===== src/rtl/safe_state_sequencer_pkg.sv =====
// Shared state encoding for the safe start/done sequencer.
// Codes above S_DONE are illegal and get recovered to IDLE by the top level.
package safe_state_sequencer_pkg;

    localparam int unsigned STATE_W = 3;

    typedef enum logic [STATE_W-1:0] {
        S_IDLE = 3'd0,
        S_ARM  = 3'd1,
        S_RUN  = 3'd2,
        S_HOLD = 3'd3,
        S_DONE = 3'd4
    } state_e;

    function automatic logic isLegalState(input state_e s);
        return (s <= S_DONE);
    endfunction

endpackage


===== src/rtl/safe_state_sequencer_dwell_counter.sv =====
// Down-counter that times both the ARM and the RUN phases.
// When several controls are raised together, clear wins over load, and load wins over decrement.
module dwell_counter #(
    parameter int unsigned CNT_W = 8
) (
    input  logic             clk,
    input  logic             rst,
    input  logic             clear_i,
    input  logic             load_i,
    input  logic [CNT_W-1:0] load_val_i,
    input  logic             dec_i,
    output logic [CNT_W-1:0] value_o,
    output logic             zero_o
);

    logic [CNT_W-1:0] value_q;

    always_ff @(posedge clk) begin
        if (rst) begin
            value_q <= '0;
        end else if (clear_i) begin
            value_q <= '0;
        end else if (load_i) begin
            value_q <= load_val_i;
        end else if (dec_i) begin
            value_q <= value_q - CNT_W'(1);
        end
    end

    assign value_o = value_q;
    assign zero_o  = (value_q == '0);

endmodule


===== src/rtl/safe_state_sequencer.sv =====
// Start/done sequencer: IDLE -> ARM -> RUN (pausable via HOLD) -> DONE.
// Outputs are registered from the next state, so they line up with state_o.
module safe_state_sequencer
    import safe_state_sequencer_pkg::*;
#(
    parameter int unsigned       CNT_W      = 8,
    parameter int unsigned       FLAG_W     = 2,
    parameter int unsigned       ARM_CYCLES = 2,
    parameter logic [FLAG_W-1:0] FLAG_IDLE  = FLAG_W'(0),
    parameter logic [FLAG_W-1:0] FLAG_ARM   = FLAG_W'(1),
    parameter logic [FLAG_W-1:0] FLAG_RUN   = FLAG_W'(2),
    parameter logic [FLAG_W-1:0] FLAG_DONE  = FLAG_W'(3)
) (
    input  logic               clk,
    input  logic               rst,
    input  logic               start,
    input  logic [CNT_W-1:0]   run_len,
    input  logic               pause,
    input  logic               abort,
    input  logic               ack,
    output logic [FLAG_W-1:0]  flag,
    output logic               busy,
    output logic               done,
    output logic               err_illegal,
    output logic [STATE_W-1:0] state_o
);

    localparam logic [CNT_W-1:0] ARM_LOAD = CNT_W'(ARM_CYCLES - 1);

    state_e            state_q, state_d;
    logic [CNT_W-1:0]  len_q, len_d;
    logic [FLAG_W-1:0] flag_q, flag_d;
    logic              busy_q, busy_d;
    logic              done_q, done_d;
    logic              errIllegal_q;
    logic              illegal;

    logic              cntClear, cntLoad, cntDec, cntZero;
    logic [CNT_W-1:0]  cntLoadVal, cntValue;

    dwell_counter #(.CNT_W(CNT_W)) u_dwell (
        .clk        (clk),
        .rst        (rst),
        .clear_i    (cntClear),
        .load_i     (cntLoad),
        .load_val_i (cntLoadVal),
        .dec_i      (cntDec),
        .value_o    (cntValue),
        .zero_o     (cntZero)
    );

    always_comb begin
        state_d    = state_q;
        len_d      = len_q;
        flag_d     = FLAG_IDLE;
        busy_d     = 1'b0;
        done_d     = 1'b0;
        cntClear   = 1'b0;
        cntLoad    = 1'b0;
        cntLoadVal = '0;
        cntDec     = 1'b0;
        illegal    = !isLegalState(state_q);

        if (abort || illegal) begin
            state_d  = S_IDLE;
            cntClear = 1'b1;
        end else begin
            case (state_q)
                S_IDLE: begin
                    if (start) begin
                        state_d    = S_ARM;
                        len_d      = run_len;
                        cntLoad    = 1'b1;
                        cntLoadVal = ARM_LOAD;
                    end
                end
                S_ARM: begin
                    if (!cntZero) begin
                        cntDec = 1'b1;
                    end else if (len_q == '0) begin
                        state_d = S_DONE;
                    end else begin
                        state_d    = S_RUN;
                        cntLoad    = 1'b1;
                        cntLoadVal = len_q - CNT_W'(1);
                    end
                end
                // Pause is checked before the terminal count so the last RUN cycle can still be held.
                S_RUN: begin
                    if (pause) begin
                        state_d = S_HOLD;
                    end else if (cntZero) begin
                        state_d = S_DONE;
                    end else begin
                        cntDec = 1'b1;
                    end
                end
                S_HOLD: begin
                    if (!pause) begin
                        state_d = S_RUN;
                    end
                end
                S_DONE: begin
                    if (ack) begin
                        state_d = S_IDLE;
                    end
                end
                default: begin
                    state_d = S_IDLE;
                end
            endcase
        end

        case (state_d)
            S_ARM: begin
                flag_d = FLAG_ARM;
                busy_d = 1'b1;
            end
            S_RUN, S_HOLD: begin
                flag_d = FLAG_RUN;
                busy_d = 1'b1;
            end
            S_DONE: begin
                flag_d = FLAG_DONE;
                done_d = 1'b1;
            end
            default: begin
                flag_d = FLAG_IDLE;
            end
        endcase
    end

    always_ff @(posedge clk) begin
        if (rst) begin
            state_q      <= S_IDLE;
            len_q        <= '0;
            flag_q       <= FLAG_IDLE;
            busy_q       <= 1'b0;
            done_q       <= 1'b0;
            errIllegal_q <= 1'b0;
        end else begin
            state_q      <= state_d;
            len_q        <= len_d;
            flag_q       <= flag_d;
            busy_q       <= busy_d;
            done_q       <= done_d;
            errIllegal_q <= errIllegal_q | illegal;
        end
    end

    assign flag        = flag_q;
    assign busy        = busy_q;
    assign done        = done_q;
    assign err_illegal = errIllegal_q;
    assign state_o     = state_q;

endmodule


===== config.mk =====
export PLATFORM = sky130hd
export DESIGN_NAME = safe_state_sequencer
export DESIGN_NICKNAME = d
export VERILOG_FILES = /design/src/rtl/safe_state_sequencer_pkg.sv /design/src/rtl/safe_state_sequencer_dwell_counter.sv /design/src/rtl/safe_state_sequencer.sv
export SDC_FILE = /design/constraint.sdc
export NUM_CORES = 1
export LEC_CHECK = 0
export BUFFER_PORTS_ARGS = -buffer_cell sky130_fd_sc_hd__buf_2
export CAP_MARGIN = 30
export CELL_PAD_IN_SITES_DETAIL_PLACEMENT = 1
export CELL_PAD_IN_SITES_GLOBAL_PLACEMENT = 1
export CORE_UTILIZATION = 25
export CTS_CLUSTER_DIAMETER = 100
export CTS_CLUSTER_SIZE = 16
export DETAILED_ROUTE_END_ITERATION = 12
export PLACE_DENSITY = 0.54
export SYNTH_ARGS = -nofsm -noshare
export SYNTH_HDL_FRONTEND = slang
export SYNTH_HIERARCHICAL = 1
export SYNTH_SLANG_ARGS = --single-unit

===== constraint.sdc =====
create_clock -name clk -period 9.5 [get_ports clk]
set_input_delay 1.425 -clock clk [delete_from_list [all_inputs] [get_ports clk]]
set_output_delay 1.425 -clock clk [all_outputs]
set_load 0.01 [all_outputs]

==> flow_summary.yaml, run 1 <==
placed_design:
  placedCellCount: 251
  gp_congestion: 0.869
  placed_area_mm2: 0.00151
  numPortBuffers: 21
  dpl.hpwl_um: 2700
clock_tree:
  insertion_delay_ns: 0.27
  cts_buffer_depth: 2
  postCtsHoldBufs: 0
  cts_resized: 0
  htreeDepth: 1
  cts_tree: "done"
  postCtsSetupBuffers: 0
  cts_buffers: 3
  cts-root-buf: "clkbuf_8"
  clkSinkCount: 24
  clk_pin_slew_ns: 0.09
detailed_routing:
  drc_errors: 0
  wire_per_inst_um: 13.5
  vias_per_cell: 4.77
  drtAntennaViolNets: 0
  routed_wl_um: 3460
  first_pass_iters: 4
  via_count: 1216
  first_iter_violations: 35
layout:
  regArea_um2: 480
  fin_cells: 255
  multiInputGateArea_um2: 801
  layout_commonest_cell: "dfxtp_1"
  antenna_cells: 0
  final_area_mm2: 0.00157
  syn2layout_area_growth_pct: 18.1
  n_fill_cell: 637
  mostFrequentLayoutCells: "dfxtp_1 (24), buf_2 (21), nor2_1 (19)"
  drive_gt1_share_pct: 18.9
  layout.nets: 204
  final_core_util_pct: 30.7
die:
  dieArea_mm2: 0.00560
  io_pins: 22
  row_count: 26
  die_x_um: 74.8
  die_y_um: 74.8
  start_util_pct: 26.0
  coreArea_mm2: 0.00511
synth:
  synth_nets: 181
  synth_seq_cells: 24
  netlist_instances: 163
  yosysUniqueCellTypes: 39
  avgSynthCellArea_um2: 8.14
  netlist_area_mm2: 0.00133
  synth-seq-area-share_pct: 36.2
  yosys_warnings: 6
global_route:
  grt_max_degree: 16
  track_usage_pct: 13.8
  grt_pass1_vias: 1266
  grt_pass1_wl_um: 5980
  antenna_found_initial: 0
  grt_remaining_overflow: 0
power:
  irDropWorstVdd_uv: 41.7
  leakage_nw: 0.599
  p_per_area_mw_per_mm2: 140
setup_path:
  endpoint_kind: "flop"
  crit_fanout: 7
  arrival_ns: 3.65
  crit_type: "in2reg"
  critPathBufInv: 1
  cp-start-kind: "input port"
  cpPeakStageDelay_ns: 0.78
  crit_family: "simple AND/OR/NAND/NOR gates"
  crit_chain: "buf_2 > nor2_1 > mux2i_1 > nor4_1 > nor4b_1 > a21boi_0 > o221a_2"
  crit_required_ns: 9.67
  critPathSlowestCell: "nor4_1"
timing:
  hold_viol: 0
  slew_headroom_pct: 32.1
  min_period_ns: 3.49
  fin_setup_tns_ns: 0
  whs_ns: 0.483
  period_share_pct: 36.7
  setup_viol: 0
  tightest_slew_ns: 1.01
  fin_skew_ns: 0.00659
  slew_violations: 0
  fmax_mhz: 287
  rsz0062_at_grt: "no"
hold_path:
  min_path_type: "reg2reg"
run:
  maxCapViolCount: 0
status:
  status: "completed"
[power breakdown]
group	leakage, nW	total (mW)	internal, mW	switching [mW]
sequential	0.195	0.109	0.104	0.00449
combinational	0.375	0.0397	0.0179	0.0218
clock	0.0288	0.0702	0.0370	0.0332
[worst reg2reg max path: stages, from the launching register on]
cell       delay, ns
dfxtp_1         0.37
or4_4           0.58
nor4b_1         0.31
buf_4           0.20
nand4bb_1       0.19
a31oi_1         0.33
nand2_1         0.24
nand2_1         0.27
clkinv_1        0.28
a2111oi_0       0.41
[layout make-up]
type                    count  area share, %
clock buffers               4           3.51
inverters                   8           1.92
multi-input cells         127           51.1
flip-flops and latches     24           30.7
well taps                  70           5.59
repair buffers             22           7.19
[sequential cells by signal (all words and copies together) (netlist names)]
register / flops
busy: 1
done: 1
err_illegal: 1
flag: 2
len_q: 8
state_o: 3
u_dwell/value_o: 8
[synth_stat cells, drive strengths merged]
library cell | instances | area, um2
dfxtp | 24 | 480
nor2 | 19 | 71.3
nand2 | 17 | 63.8
a21oi | 13 | 65.1
nand3 | 8 | 40.0
inv | 7 | 26.3
nor3 | 7 | 40.0
a31oi | 5 | 46.3
o21ai | 5 | 25.0
or4 | 5 | 47.6
xnor2 | 5 | 43.8
clkbuf | 4 | 15.0
ha | 4 | 50.1
or3 | 4 | 26.3
nor2b | 3 | 18.8
nor4 | 3 | 18.8
nor4b | 3 | 26.3
o211ai | 3 | 22.5
xor2 | 3 | 26.3
a21boi | 2 | 15.0
and2 | 2 | 12.5
nand2b | 2 | 12.5
nand4bb | 2 | 22.5
nor3b | 2 | 15.0
o31ai | 2 | 15.0
a2111oi | 1 | 8.76
a21o | 1 | 7.51
a31o | 1 | 8.76
clkinv | 1 | 3.75
mux2i | 1 | 10.0
o21a | 1 | 7.51
o221a | 1 | 11.3
o311ai | 1 | 8.76
or4b | 1 | 13.8
[final timing paths]
kind | from | endpoint | slack [ns] | cells past startpoint
max reg2reg | u_dwell/value_o[3] | u_dwell/value_o[2] | 6.19 | 9
min | err_illegal | err_illegal | 0.48 | 2
max | pause | u_dwell/value_o[5] | 6.01 | 7
min reg2reg | err_illegal | err_illegal | 0.48 | 2
[cells by family (layout without fill, tap and decap cells)]
| kind of cell | count (synthesis) | count (layout) | share of synthesized area (%) |
|---|---|---|---|
| AOI/OAI and AO/OA | 36 | 36 | 18.2 |
| xor gates and xnor gates | 8 | 8 | 5.28 |
| adders and majority gates | 4 | 4 | 3.77 |
| buffers and inverters | 12 | 34 | 3.40 |
| DFF | 24 | 24 | 36.2 |
| muxes | 1 | 1 | 0.755 |
| and+or+nand+nor | 78 | 78 | 32.4 |
[metrics by stage]
step                power [mW]  setup slack (ns)
finish                   0.219              6.01
global route             0.233              5.73
CTS                      0.224              6.00
detailed placement       0.152              5.71
global placement         0.151              5.83
floorplan                0.138              6.29
[metal layers]
layer	vias up	part of all wire (%)	GRT usage, %
met3	2	2.0	2.01
met2	11	46	22.4
met4	0	0.64	3.77
met1	572	52	19.1
met5	-	0	0
li1	631	-	-
No activity file was read; power rests on OpenSTA's default activity.
==> run 2: changes to the inputs <==
--- a/config.mk
+++ b/config.mk
@@ -13,7 +13,7 @@
 export CTS_CLUSTER_DIAMETER = 100
 export CTS_CLUSTER_SIZE = 16
 export DETAILED_ROUTE_END_ITERATION = 12
-export PLACE_DENSITY = 0.54
+export PLACE_DENSITY = 0.56
 export SYNTH_ARGS = -nofsm -noshare
 export SYNTH_HDL_FRONTEND = slang
 export SYNTH_HIERARCHICAL = 1
==> constraint.sdc (replaced) <==
create_clock -name clk -period 2.9 [get_ports clk]
set_input_delay 0.435 -clock clk [delete_from_list [all_inputs] [get_ports clk]]
set_output_delay 0.435 -clock clk [all_outputs]
set_load 0.01 [all_outputs]
==> flow_summary.yaml, run 2 (synthesized netlist as in run 1, its figures left out) <==
clock_tree:
  insertion_delay_ns: 0.26
  cts-root-buf: "clkbuf_8"
  htreeDepth: 1
  cts_buffers: 3
  postCtsHoldBufs: 0
  cts_tree: "done"
  clk_pin_slew_ns: 0.09
  clkSinkCount: 24
  cts_buffer_depth: 2
timing:
  whs_ns: 0.417
  period_share_pct: 92.8
  fin_skew_ns: 0.00362
  fin_setup_tns_ns: 0
  setup_viol: 0
  slew_violations: 0
  fmax_mhz: 372
  min_period_ns: 2.69
  slew_headroom_pct: 46.9
  rsz0062_at_grt: "no"
  tightest_slew_ns: 0.795
  hold_viol: 0
detailed_routing:
  wire_per_inst_um: 13.8
  drc_errors: 0
  drtAntennaViolNets: 0
  vias_per_cell: 4.78
  first_iter_violations: 44
  routed_wl_um: 3610
  first_pass_iters: 4
  via_count: 1252
layout:
  n_fill_cell: 657
  layout_commonest_cell: "dfxtp_1"
  antenna_cells: 0
  syn2layout_area_growth_pct: 23.5
  final_area_mm2: 0.00164
  drive_gt1_share_pct: 22.9
  layout.nets: 211
  final_core_util_pct: 32.1
  mostFrequentLayoutCells: "dfxtp_1 (24), buf_2 (21), nor2_1 (19)"
global_route:
  grt_remaining_overflow: 0
  track_usage_pct: 14.3
  grt_max_degree: 16
  grt_pass1_vias: 1254
  grt_pass1_wl_um: 6080
  antenna_found_initial: 0
setup_path:
  crit_required_ns: 3.03
  cp-start-kind: "flop"
  crit_type: "reg2reg"
  crit_fanout: 10
  arrival_ns: 2.82
  endpoint_kind: "flop"
die:
  dieArea_mm2: 0.00560
  die_y_um: 74.8
  row_count: 26
  start_util_pct: 26.0
  die_x_um: 74.8
  coreArea_mm2: 0.00511
  io_pins: 22
power:
  p_per_area_mw_per_mm2: 444
  irDropWorstVdd_uv: 174
  leakage_nw: 0.647
  power.total_uw: 728
placed_design:
  gp_congestion: 0.812
  numPortBuffers: 21
  dpl.hpwl_um: 2810
  placed_area_mm2: 0.00156
hold_path:
  min_path_type: "in2reg"
status:
  status: "completed"
run:
  maxCapViolCount: 0
## run 2: cell types whose count changed in the layout (fill, tap and decap cells not counted)
cell        change
clkinvlp_4      +1
nor4b_4         +1
nor4b_1         -1
buf_4           +7
clkinv_1        -1
## run 2: where the power goes
group | internal [mW] | total [mW] | switching [mW]
logic | 0.0661 | 0.142 | 0.0754
registers | 0.342 | 0.357 | 0.0151
clock network | 0.121 | 0.229 | 0.108
total | 0.529 | 0.728 | 0.199
## run 2: what timing repair did
item	in CTS	in global routing
pin swaps	0	1
endpoints found under the setup margin	1	4
buffers inserted	0	1
gates resized for setup	1	1
## run 2: critical path: stages (launching register included)
cell        delay, ns
dfxtp_1          0.38
or4_4            0.60
nor4b_4          0.30
nand4bb_1        0.20
a31oi_1          0.22
nand2_1          0.10
nand2_1          0.13
clkinvlp_4       0.20
a2111oi_0        0.43
## run 2: metrics by stage
stage,setup WS [ns],cells
after floorplan,0.0436,163
after global placement,0.210,257
after detailed placement,-0.0154,257
after CTS,0.0612,261
after global routing,0.0432,262
final,0.209,262
## run 2: layout make-up
type | instances | area [um2] | area share, %
clock buffers | 4 | 55.1 | 3.36
inverters | 8 | 33.8 | 2.06
multi-input cells | 127 | 816 | 49.8
flip-flops and latches | 24 | 480 | 29.3
well taps | 70 | 87.6 | 5.35
repair buffers | 29 | 165 | 10.1
## run 2: worst paths after layout
path	start	endpoint	slack, ns	depth (start not counted)
worst min-delay path	run_len[1]	len_q[1]	0.42	3
worst max register to register	u_dwell/value_o[3]	u_dwell/value_o[2]	0.21	8
worst max-delay path	u_dwell/value_o[3]	u_dwell/value_o[2]	0.21	8
worst min register to register	err_illegal	err_illegal	0.48	2
## run 2: routing by layer
metal	up-vias	part of all wire, %	global-route usage [%]
met5	-	0	0
met4	0	0.58	3.14
met3	2	1.7	2.01
met2	11	48	24.2
met1	597	50	19.2
li1	642	-	-
